[src/rtl/exa_vc_fifo_if.sv]
// Handshake/status bundle for the multi-VC FIFO: one write port, one read port,
// per-VC status vectors and sticky error flags.
interface exa_vc_fifo_if #(
   parameter int VC_NUM = 4,
   parameter int DEPTH  = 16,
   parameter int DWIDTH = 32
);
   localparam int VC_W = (VC_NUM > 1) ? $clog2(VC_NUM) : 1;
   localparam int DL   = $clog2(DEPTH);

   logic                         i_wr_en;
   logic [VC_W-1:0]              i_wr_vc;
   logic [DWIDTH-1:0]            i_wr_data;
   logic [VC_NUM-1:0]            o_full;
   logic [VC_NUM-1:0]            o_prog_full;
   logic [VC_NUM*(DL+1)-1:0]     o_wr_words;
   logic                         i_rd_en;
   logic [VC_W-1:0]              i_rd_vc;
   logic [DWIDTH-1:0]            o_rd_data;
   logic [VC_NUM-1:0]            o_empty;
   logic                         o_err_ovf;
   logic                         o_err_udf;
   logic                         o_err_vc;

   modport master (
      output i_wr_en, i_wr_vc, i_wr_data, i_rd_en, i_rd_vc,
      input  o_full, o_prog_full, o_wr_words, o_rd_data, o_empty,
             o_err_ovf, o_err_udf, o_err_vc
   );

   modport slave (
      input  i_wr_en, i_wr_vc, i_wr_data, i_rd_en, i_rd_vc,
      output o_full, o_prog_full, o_wr_words, o_rd_data, o_empty,
             o_err_ovf, o_err_udf, o_err_vc
   );
endinterface

[src/rtl/exa_vc_fifo.sv]
// Multi-VC synchronous FIFO: VC_NUM queues in one partitioned memory, first-word
// fall-through read, per-VC registered status and sticky error flags.
module exa_vc_fifo_ctl #(
   parameter int DEPTH            = 16,
   parameter int DL               = $clog2(DEPTH),
   parameter int PROG_FULL_ASSERT = 4,
   parameter int PROG_FULL_NEGATE = 8
) (
   input  logic        clk,
   input  logic        arst_n,
   input  logic        wr_acc,
   input  logic        rd_acc,
   output logic [DL:0] wr_ptr,
   output logic [DL:0] rd_ptr,
   output logic        empty,
   output logic        full,
   output logic        prog_full,
   output logic [DL:0] free
);
   localparam logic [DL:0] DEPTH_W = (DL+1)'(DEPTH);
   localparam logic [DL:0] PFA_W   = (DL+1)'(PROG_FULL_ASSERT);
   localparam logic [DL:0] PFN_W   = (DL+1)'(PROG_FULL_NEGATE);

   logic [DL:0] wr_nxt, rd_nxt, free_nxt;
   logic        pf_nxt;

   // Flags are derived from next-state pointers so they register in step with them
   always_comb begin
      wr_nxt   = wr_ptr + (DL+1)'(wr_acc);
      rd_nxt   = rd_ptr + (DL+1)'(rd_acc);
      free_nxt = DEPTH_W - (wr_nxt - rd_nxt);
      pf_nxt   = prog_full;
      if (free_nxt <= PFA_W)      pf_nxt = 1'b1;
      else if (free_nxt >= PFN_W) pf_nxt = 1'b0;
   end

   always_ff @(posedge clk or negedge arst_n) begin
      if (!arst_n) begin
         wr_ptr    <= '0;
         rd_ptr    <= '0;
         empty     <= 1'b1;
         full      <= 1'b0;
         prog_full <= 1'b0;
         free      <= DEPTH_W;
      end else begin
         wr_ptr    <= wr_nxt;
         rd_ptr    <= rd_nxt;
         empty     <= (wr_nxt == rd_nxt);
         full      <= (wr_nxt[DL] != rd_nxt[DL]) && (wr_nxt[DL-1:0] == rd_nxt[DL-1:0]);
         prog_full <= pf_nxt;
         free      <= free_nxt;
      end
   end
endmodule

module exa_vc_fifo #(
   parameter int VC_NUM           = 4,
   parameter int DEPTH            = 16,
   parameter int DWIDTH           = 32,
   parameter int PROG_FULL_ASSERT = 4,
   parameter int PROG_FULL_NEGATE = 8,
   parameter int DISTRIBUTED      = 1
) (
   input  logic         clk,
   input  logic         arst_n,
   exa_vc_fifo_if.slave bus
);
   localparam int VC_W = (VC_NUM > 1) ? $clog2(VC_NUM) : 1;
   localparam int DL   = $clog2(DEPTH);
   localparam int VC_P = 1 << VC_W;
   localparam int AW   = VC_W + DL;

   logic [VC_NUM-1:0]         wr_acc_v, rd_acc_v, full, empty, prog_full;
   logic [VC_NUM-1:0][DL:0]   wr_ptr, rd_ptr, free;
   // Views padded to the full VC index range so out-of-range VCs read as harmless zeros
   logic [VC_P-1:0]           vc_ok, full_x, empty_x;
   logic [VC_P-1:0][DL:0]     wr_ptr_x, rd_ptr_x;
   logic                      wr_ok, rd_ok, wr_acc, rd_acc;
   logic [AW-1:0]             waddr, raddr;
   logic                      err_ovf, err_udf, err_vc;

   for (genvar k = 0; k < VC_P; k++) begin : g_pad
      if (k < VC_NUM) begin : g_live
         assign vc_ok[k]    = 1'b1;
         assign full_x[k]   = full[k];
         assign empty_x[k]  = empty[k];
         assign wr_ptr_x[k] = wr_ptr[k];
         assign rd_ptr_x[k] = rd_ptr[k];
         assign wr_acc_v[k] = wr_acc && (bus.i_wr_vc == VC_W'(k));
         assign rd_acc_v[k] = rd_acc && (bus.i_rd_vc == VC_W'(k));
      end else begin : g_dead
         assign vc_ok[k]    = 1'b0;
         assign full_x[k]   = 1'b0;
         assign empty_x[k]  = 1'b0;
         assign wr_ptr_x[k] = '0;
         assign rd_ptr_x[k] = '0;
      end
   end

   assign wr_ok  = bus.i_wr_en && vc_ok[bus.i_wr_vc];
   assign rd_ok  = bus.i_rd_en && vc_ok[bus.i_rd_vc];
   assign wr_acc = wr_ok && !full_x[bus.i_wr_vc];
   assign rd_acc = rd_ok && !empty_x[bus.i_rd_vc];

   exa_vc_fifo_ctl #(
      .DEPTH(DEPTH), .DL(DL),
      .PROG_FULL_ASSERT(PROG_FULL_ASSERT), .PROG_FULL_NEGATE(PROG_FULL_NEGATE)
   ) u_ctl [VC_NUM-1:0] (
      .clk(clk), .arst_n(arst_n),
      .wr_acc(wr_acc_v), .rd_acc(rd_acc_v),
      .wr_ptr(wr_ptr), .rd_ptr(rd_ptr),
      .empty(empty), .full(full), .prog_full(prog_full), .free(free)
   );

   // VC number forms the upper address bits since DEPTH is a power of two
   assign waddr = {bus.i_wr_vc, wr_ptr_x[bus.i_wr_vc][DL-1:0]};
   assign raddr = {bus.i_rd_vc, rd_ptr_x[bus.i_rd_vc][DL-1:0]};

   if (DISTRIBUTED != 0) begin : g_dist
      (* ram_style = "distributed" *) logic [DWIDTH-1:0] mem [VC_NUM*DEPTH];
      always_ff @(posedge clk) if (wr_acc) mem[waddr] <= bus.i_wr_data;
      assign bus.o_rd_data = mem[raddr];
   end else begin : g_bram
      (* ram_style = "block" *) logic [DWIDTH-1:0] mem [VC_NUM*DEPTH];
      always_ff @(posedge clk) if (wr_acc) mem[waddr] <= bus.i_wr_data;
      assign bus.o_rd_data = mem[raddr];
   end

   always_ff @(posedge clk or negedge arst_n) begin
      if (!arst_n) begin
         err_ovf <= 1'b0;
         err_udf <= 1'b0;
         err_vc  <= 1'b0;
      end else begin
         if (wr_ok && full_x[bus.i_wr_vc])  err_ovf <= 1'b1;
         if (rd_ok && empty_x[bus.i_rd_vc]) err_udf <= 1'b1;
         if ((bus.i_wr_en && !vc_ok[bus.i_wr_vc]) || (bus.i_rd_en && !vc_ok[bus.i_rd_vc]))
            err_vc <= 1'b1;
      end
   end

   assign bus.o_full      = full;
   assign bus.o_empty     = empty;
   assign bus.o_prog_full = prog_full;
   assign bus.o_wr_words  = free;
   assign bus.o_err_ovf   = err_ovf;
   assign bus.o_err_udf   = err_udf;
   assign bus.o_err_vc    = err_vc;
endmodule
[src/flat_wrapper.sv]
// flat-port wrapper written by rule: the top's interface ports become plain ports
module exa_vc_fifo_flat 
#(
   parameter int VC_NUM           = 4,
   parameter int DEPTH            = 16,
   parameter int DWIDTH           = 32,
   parameter int PROG_FULL_ASSERT = 4,
   parameter int PROG_FULL_NEGATE = 8,
   parameter int DISTRIBUTED      = 1
)
  (clk, arst_n, bus_i_wr_en, bus_i_wr_vc, bus_i_wr_data, bus_i_rd_en, bus_i_rd_vc, bus_o_full, bus_o_prog_full, bus_o_wr_words, bus_o_rd_data, bus_o_empty, bus_o_err_ovf, bus_o_err_udf, bus_o_err_vc);
  exa_vc_fifo_if #(.VC_NUM(VC_NUM), .DEPTH(DEPTH), .DWIDTH(DWIDTH)) bus_i ();
  input  logic clk;
  input  logic arst_n;
  input wire logic [$bits(bus_i.i_wr_en)-1:0] bus_i_wr_en;
  input wire logic [$bits(bus_i.i_wr_vc)-1:0] bus_i_wr_vc;
  input wire logic [$bits(bus_i.i_wr_data)-1:0] bus_i_wr_data;
  input wire logic [$bits(bus_i.i_rd_en)-1:0] bus_i_rd_en;
  input wire logic [$bits(bus_i.i_rd_vc)-1:0] bus_i_rd_vc;
  output wire logic [$bits(bus_i.o_full)-1:0] bus_o_full;
  output wire logic [$bits(bus_i.o_prog_full)-1:0] bus_o_prog_full;
  output wire logic [$bits(bus_i.o_wr_words)-1:0] bus_o_wr_words;
  output wire logic [$bits(bus_i.o_rd_data)-1:0] bus_o_rd_data;
  output wire logic [$bits(bus_i.o_empty)-1:0] bus_o_empty;
  output wire logic [$bits(bus_i.o_err_ovf)-1:0] bus_o_err_ovf;
  output wire logic [$bits(bus_i.o_err_udf)-1:0] bus_o_err_udf;
  output wire logic [$bits(bus_i.o_err_vc)-1:0] bus_o_err_vc;
  assign bus_i.i_wr_en = bus_i_wr_en;
  assign bus_i.i_wr_vc = bus_i_wr_vc;
  assign bus_i.i_wr_data = bus_i_wr_data;
  assign bus_i.i_rd_en = bus_i_rd_en;
  assign bus_i.i_rd_vc = bus_i_rd_vc;
  assign bus_o_full = bus_i.o_full;
  assign bus_o_prog_full = bus_i.o_prog_full;
  assign bus_o_wr_words = bus_i.o_wr_words;
  assign bus_o_rd_data = bus_i.o_rd_data;
  assign bus_o_empty = bus_i.o_empty;
  assign bus_o_err_ovf = bus_i.o_err_ovf;
  assign bus_o_err_udf = bus_i.o_err_udf;
  assign bus_o_err_vc = bus_i.o_err_vc;
  exa_vc_fifo #(.VC_NUM(VC_NUM), .DEPTH(DEPTH), .DWIDTH(DWIDTH), .PROG_FULL_ASSERT(PROG_FULL_ASSERT), .PROG_FULL_NEGATE(PROG_FULL_NEGATE), .DISTRIBUTED(DISTRIBUTED)) u_core (.clk(clk), .arst_n(arst_n), .bus(bus_i));
endmodule
[config.mk]
export PLATFORM = sky130hd
export DESIGN_NAME = exa_vc_fifo_flat
export DESIGN_NICKNAME = d
export VERILOG_FILES = /design/src/rtl/exa_vc_fifo_if.sv /design/src/rtl/exa_vc_fifo.sv /design/src/flat_wrapper.sv
export SDC_FILE = /design/constraint.sdc
export NUM_CORES = 2
export LEC_CHECK = 0
export BUFFER_PORTS_ARGS = -buffer_cell sky130_fd_sc_hd__buf_4
export CORE_UTILIZATION = 40
export CTS_CLUSTER_SIZE = 30
export DETAILED_ROUTE_END_ITERATION = 6
export HOLD_SLACK_MARGIN = 0.03
export PLACE_DENSITY_LB_ADDON = 0.05
export SYNTH_ARGS = -nofsm -noshare
export SYNTH_HDL_FRONTEND = slang
export SYNTH_HIERARCHICAL = 1
export SYNTH_SLANG_ARGS = --single-unit
[constraint.sdc]
create_clock -name clk -period 10.3 [get_ports clk]
set_clock_uncertainty 0.2 [all_clocks]
set_input_delay 2.06 -clock clk [delete_from_list [all_inputs] [get_ports clk]]
set_output_delay 2.06 -clock clk [all_outputs]
set_load 0.005 [all_outputs]
# Word level (Yosys, flattened, before mapping)
# Memories as Yosys holds them, arrays and structs flattened.
# Cells that the tools add are included.
# word_totals
reg_bits	75
latchBits	0
ram_bits	2048
romBits	0
input_bits	40
mem_count	1
# op_classes
addsub	16
mul	0
div	0
n_lt_le_gt_ge	10
eq_ne	18
shifts	0
mux	22
bitwise	0
n_reduce_logical	31
# mem_list
name	depth	word_bits	rd	rd_ports_with_merged_regs	write_ports	line	source
u_core.g_dist.mem	64	32	1	0	1	exa_vc_fifo.sv:120	(* ram_style = "distributed" *) logic [DWIDTH-1:0] mem [VC_NUM*DEPTH];
# op_table
cell	n
adder 5 x 1 -> 5 bit	8
binary-select mux 5 bit (select 2 bit)	2
equality test 5 bit	4
greater-or-equal comparator 5 x 4 -> 1 bit (second input constant)	4
less-or-equal comparator 5 x 3 -> 1 bit (second input constant)	4
logical AND 1 bit	20
subtractor 5 bit	4
subtractor 5 bit (first input constant)	4
equality test 4 bit	4
2-to-1 mux 1 bit	14
binary-select mux 1 bit (select 2 bit)	4
equality test 2 bit (second input constant)	4
2-to-1 mux 4 bit	2
nonzero test 2 bit	4
< comparator 2 x 3 -> 1 bit (second input constant)	2
equality test 2 x 1 -> 1 bit (second input constant)	2
zero test 1 bit	4
zero test 2 bit	2
inequality test 1 bit	4
logical OR 1 bit	1

# Logic depth before layout (Yosys ltp)
# depth
ltp_word	11
depth_mapped	16
depth_no_buf	13

# By module
# The synthesis kept the hierarchy.
# by_module_without_submodules
mod	instances	cells_per_inst	area_each_um2	seq_area_each_um2
exa_vc_fifo	1	4799	81239.2	61549.0
exa_vc_fifo_ctl at u_core.u_ctl[0] ...	3	69	852.1	452.9
exa_vc_fifo_ctl at u_core.u_ctl[3]	1	69	857.1	452.9

# Worst setup path before layout
# OpenSTA, ideal clock, no wires.
# synth_timing
path_type	input port to output port
startpoint	input port bus_i_rd_vc[1]
endpoint	output port bus_o_rd_data[10]
arrival_time_ps	4182
required_ps	8040
slack_ps	3858
path_stages	10
path_buffers	5
path_cell_list	buf_4 > mux4_2 > buf_2 > buf_2 > buf_2 > clkbuf_1 > mux2i_1 > o21ai_0 > and3_1 > nor4_1
# synth_via
elab_chain_cells	3
# synth_rtl
item	line	source
from (decl)	flat_wrapper.sv:19	input wire logic [$bits(bus_i.i_rd_vc)-1:0] bus_i_rd_vc;
binary-select mux 5 bit (select 2 bit)	exa_vc_fifo.sv:117	assign raddr = {bus.i_rd_vc, rd_ptr_x[bus.i_rd_vc][DL-1:0]};
2-to-1 mux 4 bit (implied by the code)	exa_vc_fifo.sv:117	
memory read (64 x 32 bit) (*)	n/a	
to (decl)	flat_wrapper.sv:23	output wire logic [$bits(bus_i.o_rd_data)-1:0] bus_o_rd_data;
# Every way passes the cells marked *; elsewhere a longest branch is shown, timed or not. The select of a mux whose other input is x is not followed.

# Final worst setup path
# layout_timing
startpoint	input port bus_i_rd_vc[0]
endpoint	output port bus_o_rd_data[21]
# Same word-level chain as after synthesis.

==> impl_metrics.json <==
{
  "outcome": "finished, final reports clean",
  "grt_max_degree": 95,
  "portBuffers": 105,
  "cp_slowest_cell": "nor4_1",
  "pin_count": 107,
  "total_power_mw": 26.33,
  "rsz0062_at_grt": "no",
  "firstDrtPassIters": 5,
  "worst_setup_path_end_kind": "output port",
  "rr_worst_depth": 12,
  "syn-num-nets": 5164,
  "drcViolationCount": 0,
  "period_needed_ps": 9085,
  "cts_inserted_buffers": 225,
  "synth_area_per_cell_um2": 16.68,
  "synthFlopType": "edfxtp_1",
  "syn-cell-area_mm2": 0.08465,
  "cts-root-buf": "clkbuf_16",
  "place_ws_ps": 1133,
  "hold_class": "flop to flop",
  "fin_nets": 5351,
  "antenna_left": 0,
  "finalCritPeriodShare_pct": 88.20,
  "reg2reg_slack_ps": 6270,
  "ctsResizeCount": 0,
  "grtUsageTotal_pct": 24.06,
  "crit_chain": "buf_4, mux4_4, buf_12, buf_4, mux2i_1, mux2_2, a2111oi_1, nor4_1, nor4_1, buf_4",
  "drtIter0Drc": 4373,
  "mostFrequentLayoutCells": "2,048 x edfxtp_1, 426 x mux2i_1, 399 x nand2_1, 384 x a211oi_1, 368 x and2_1",
  "rr_endpoint": "u_core/u_ctl[0]/prog_full$_DFFE_PN0P_",
  "max_freq_mhz": 110.1,
  "num_rows": 168,
  "synth_cells": 5075,
  "final_area_mm2": 0.09679,
  "initial_core_util_pct": 40.31,
  "hold_path_depth": 1,
  "nFillCells": 18110,
  "gp_congestion": 0.7666,
  "min_to": "u_core/bus.o_err_udf$_DFFE_PN0P_",
  "placed_area_mm2": 0.08966,
  "async_flop_share_pct": 3.487,
  "cts_tree": "yes",
  "crit_type": "input pin to output port",
  "cp.arrival_ps": 6830,
  "crit_top_cell": "buf_4",
  "crit_path_start_kind": "input pin",
  "rr_startpoint": "u_core/u_ctl[0]/empty$_DFF_PN1_",
  "dieArea_mm2": 0.2135,
  "synth_cell_type_count": 55,
  "synthToLayoutAreaGrowth_pct": 14.34,
  "setup_viol": 0,
  "via_count": 47320,
  "slowest_delay_ps": 1060,
  "coreArea_mm2": 0.2100,
  "htree_levels": 4,
  "tightestPinTransition_ps": 1293,
  "layout_commonest_cell": "edfxtp_1",
  "setup-tns-final_ps": 0,
  "cp-startpoint": "bus_i_rd_vc[0]",
  "clk_pin_slew_ps": 60,
  "antenna_found_initial": 24,
  "die-width_um": 462.0,
  "die_h_um": 462.0,
  "leakage_nw": 31.68,
  "crit_fanout": 50,
  "crit_required_ps": 8040,
  "setup_ws_ps": 1215,
  "layout-drive-gt1-share_pct": 15.74,
  "drv_slew": 0,
  "slew_headroom_pct": 13.00,
  "post_drt_via_cell_ratio": 5.717,
  "cts.sinks": 2122,
  "dp_hpwl_mm": 141.2,
  "ys_seq_area_share_pct": 74.85,
  "ys_seq_elements": 2122,
  "cts_hold_buf": 0,
  "synth_edf_count": 2048,
  "clk_path_buf_depth": 3,
  "wl_mm": 257.0,
  "postCtsSetupBuffers": 0,
  "finalHoldViolCount": 0,
  "vdd_ir_drop_max_mv": 0.2174,
  "synth_warnings": 6,
  "drv_cap": 0,
  "post_drt_wl_per_cell_um": 31.06,
  "p_per_area_mw_per_mm2": 272.0,
  "min_from": "u_core/bus.o_err_udf$_DFFE_PN0P_",
  "first_global_vias": 46230,
  "grt_pass1_wl_mm": 361.4,
  "grt.overflow.total": 0,
  "worstSkewPairLatency_ps": 870
}
## layer usage
| metal | GRT usage, % | share of wire, % | vias to the layer above |
|---|---|---|---|
| li1 | - | - | 20610 |
| met1 | 34.39 | 46 | 25180 |
| met2 | 38.67 | 47 | 1235 |
| met3 | 3.751 | 5.2 | 297 |
| met4 | 5.265 | 1.9 | 0 |
| met5 | 0 | 0 | - |
## worst max-delay path, delay by kind of cell
kind                   cells  cell delay [ps]
AND/OR/NAND/NOR            2             1300
AO/OA/AOI/OAI              1              540
multiplexers               3             1440
buffers and inverters      4             1350
## power breakdown
part / leakage (nW) / internal [mW] / switching, mW / total (mW)
registers: 19.3 / 9.84 / 0.138 / 9.98
logic: 8.87 / 2.98 / 5.52 / 8.50
clock network: 3.49 / 4.47 / 3.38 / 7.86
## flip-flops by register name, summed over array words and instances, names as in the netlist
register	count
u_core/u_ctl/full	4
u_core/u_ctl/free	20
u_core/bus.o_err_ovf	1
u_core/bus.o_err_udf	1
u_core/u_ctl/empty	4
u_core/g_dist.mem	2048
u_core/u_ctl/rd_ptr	20
u_core/u_ctl/prog_full	4
u_core/u_ctl/wr_ptr	20
## worst max path at each step
stage | end | slack, ps | depth (start not counted)
CTS | bus_o_rd_data[21] | 1140 | 10
global route | bus_o_rd_data[21] | 1170 | 10
finish | bus_o_rd_data[21] | 1210 | 10
floorplan | bus_o_rd_data[10] | 3860 | 10
detailed placement | bus_o_rd_data[21] | 1130 | 10
global placement | bus_o_rd_data[12] | 970 | 9
## cell usage after synthesis, types with 9 or more instances
master,instances,share of area [%]
and3_1,36,0.27
nand3_1,17,0.10
xnor2_1,22,0.23
o21ai_0,68,0.40
nand2_1,403,1.8
a211oi_1,384,3.4
and2_1,368,2.7
mux2i_1,427,5.0
and2_0,16,0.12
edfxtp_1,2048,73
mux2_2,100,1.3
buf_2,61,0.36
clkbuf_1,218,0.97
buf_4,31,0.27
nand2b_1,9,0.067
a2111oi_0,92,0.95
a311oi_1,192,2.0
ha_1,45,0.67
mux4_2,40,1.1
a221o_1,32,0.38
xor2_1,19,0.20
nor2_1,83,0.37
buf_6,14,0.19
a221oi_1,32,0.33
dfrtp_1,66,2.0
inv_1,40,0.18
nor4_1,128,0.95
## per-stage QoR
step	std cells	utilization [%]	hold slack, ps
2_1_floorplan	5075	-	251.0
3_3_place_gp	7839	42.68	253.6
3_5_place_dp	7840	42.70	249.4
4_1_cts	8264	46.08	263.3
5_1_grt	8266	46.08	281.8
6_report	8276	46.09	256.4
## final cells by class
type / count / area, um2 / share of cell area, %
Sequential cell: 2122 / 63360 / 65.46
Multi-Input combinational cell: 2567 / 20040 / 20.70
Clock buffer: 272 / 5932 / 6.129
Tap cell: 2805 / 3510 / 3.626
Timing Repair Buffer: 306 / 2597 / 2.684
Clock inverter: 152 / 1171 / 1.210
Inverter: 40 / 150.1 / 0.1551
Antenna cell: 12 / 30.03 / 0.03102
## kinds of logic (layout without fill, tap and decap cells)
family                   after synthesis  in the layout  synth area share, %
AND/OR/NAND/NOR                     1085           1085                6.583
adder cells (fa/ha/maj)               49             49               0.7597
multiplexers                         567            567                7.443
other                                  1             13             0.004430
XOR/XNOR                              44             44               0.4818
flip-flops                          2122           2122                74.85
AO/OA/AOI/OAI                        821            821                7.634
buffers and inverters                386            770                2.245
Note: power is estimated with default switching activity, not from simulation.
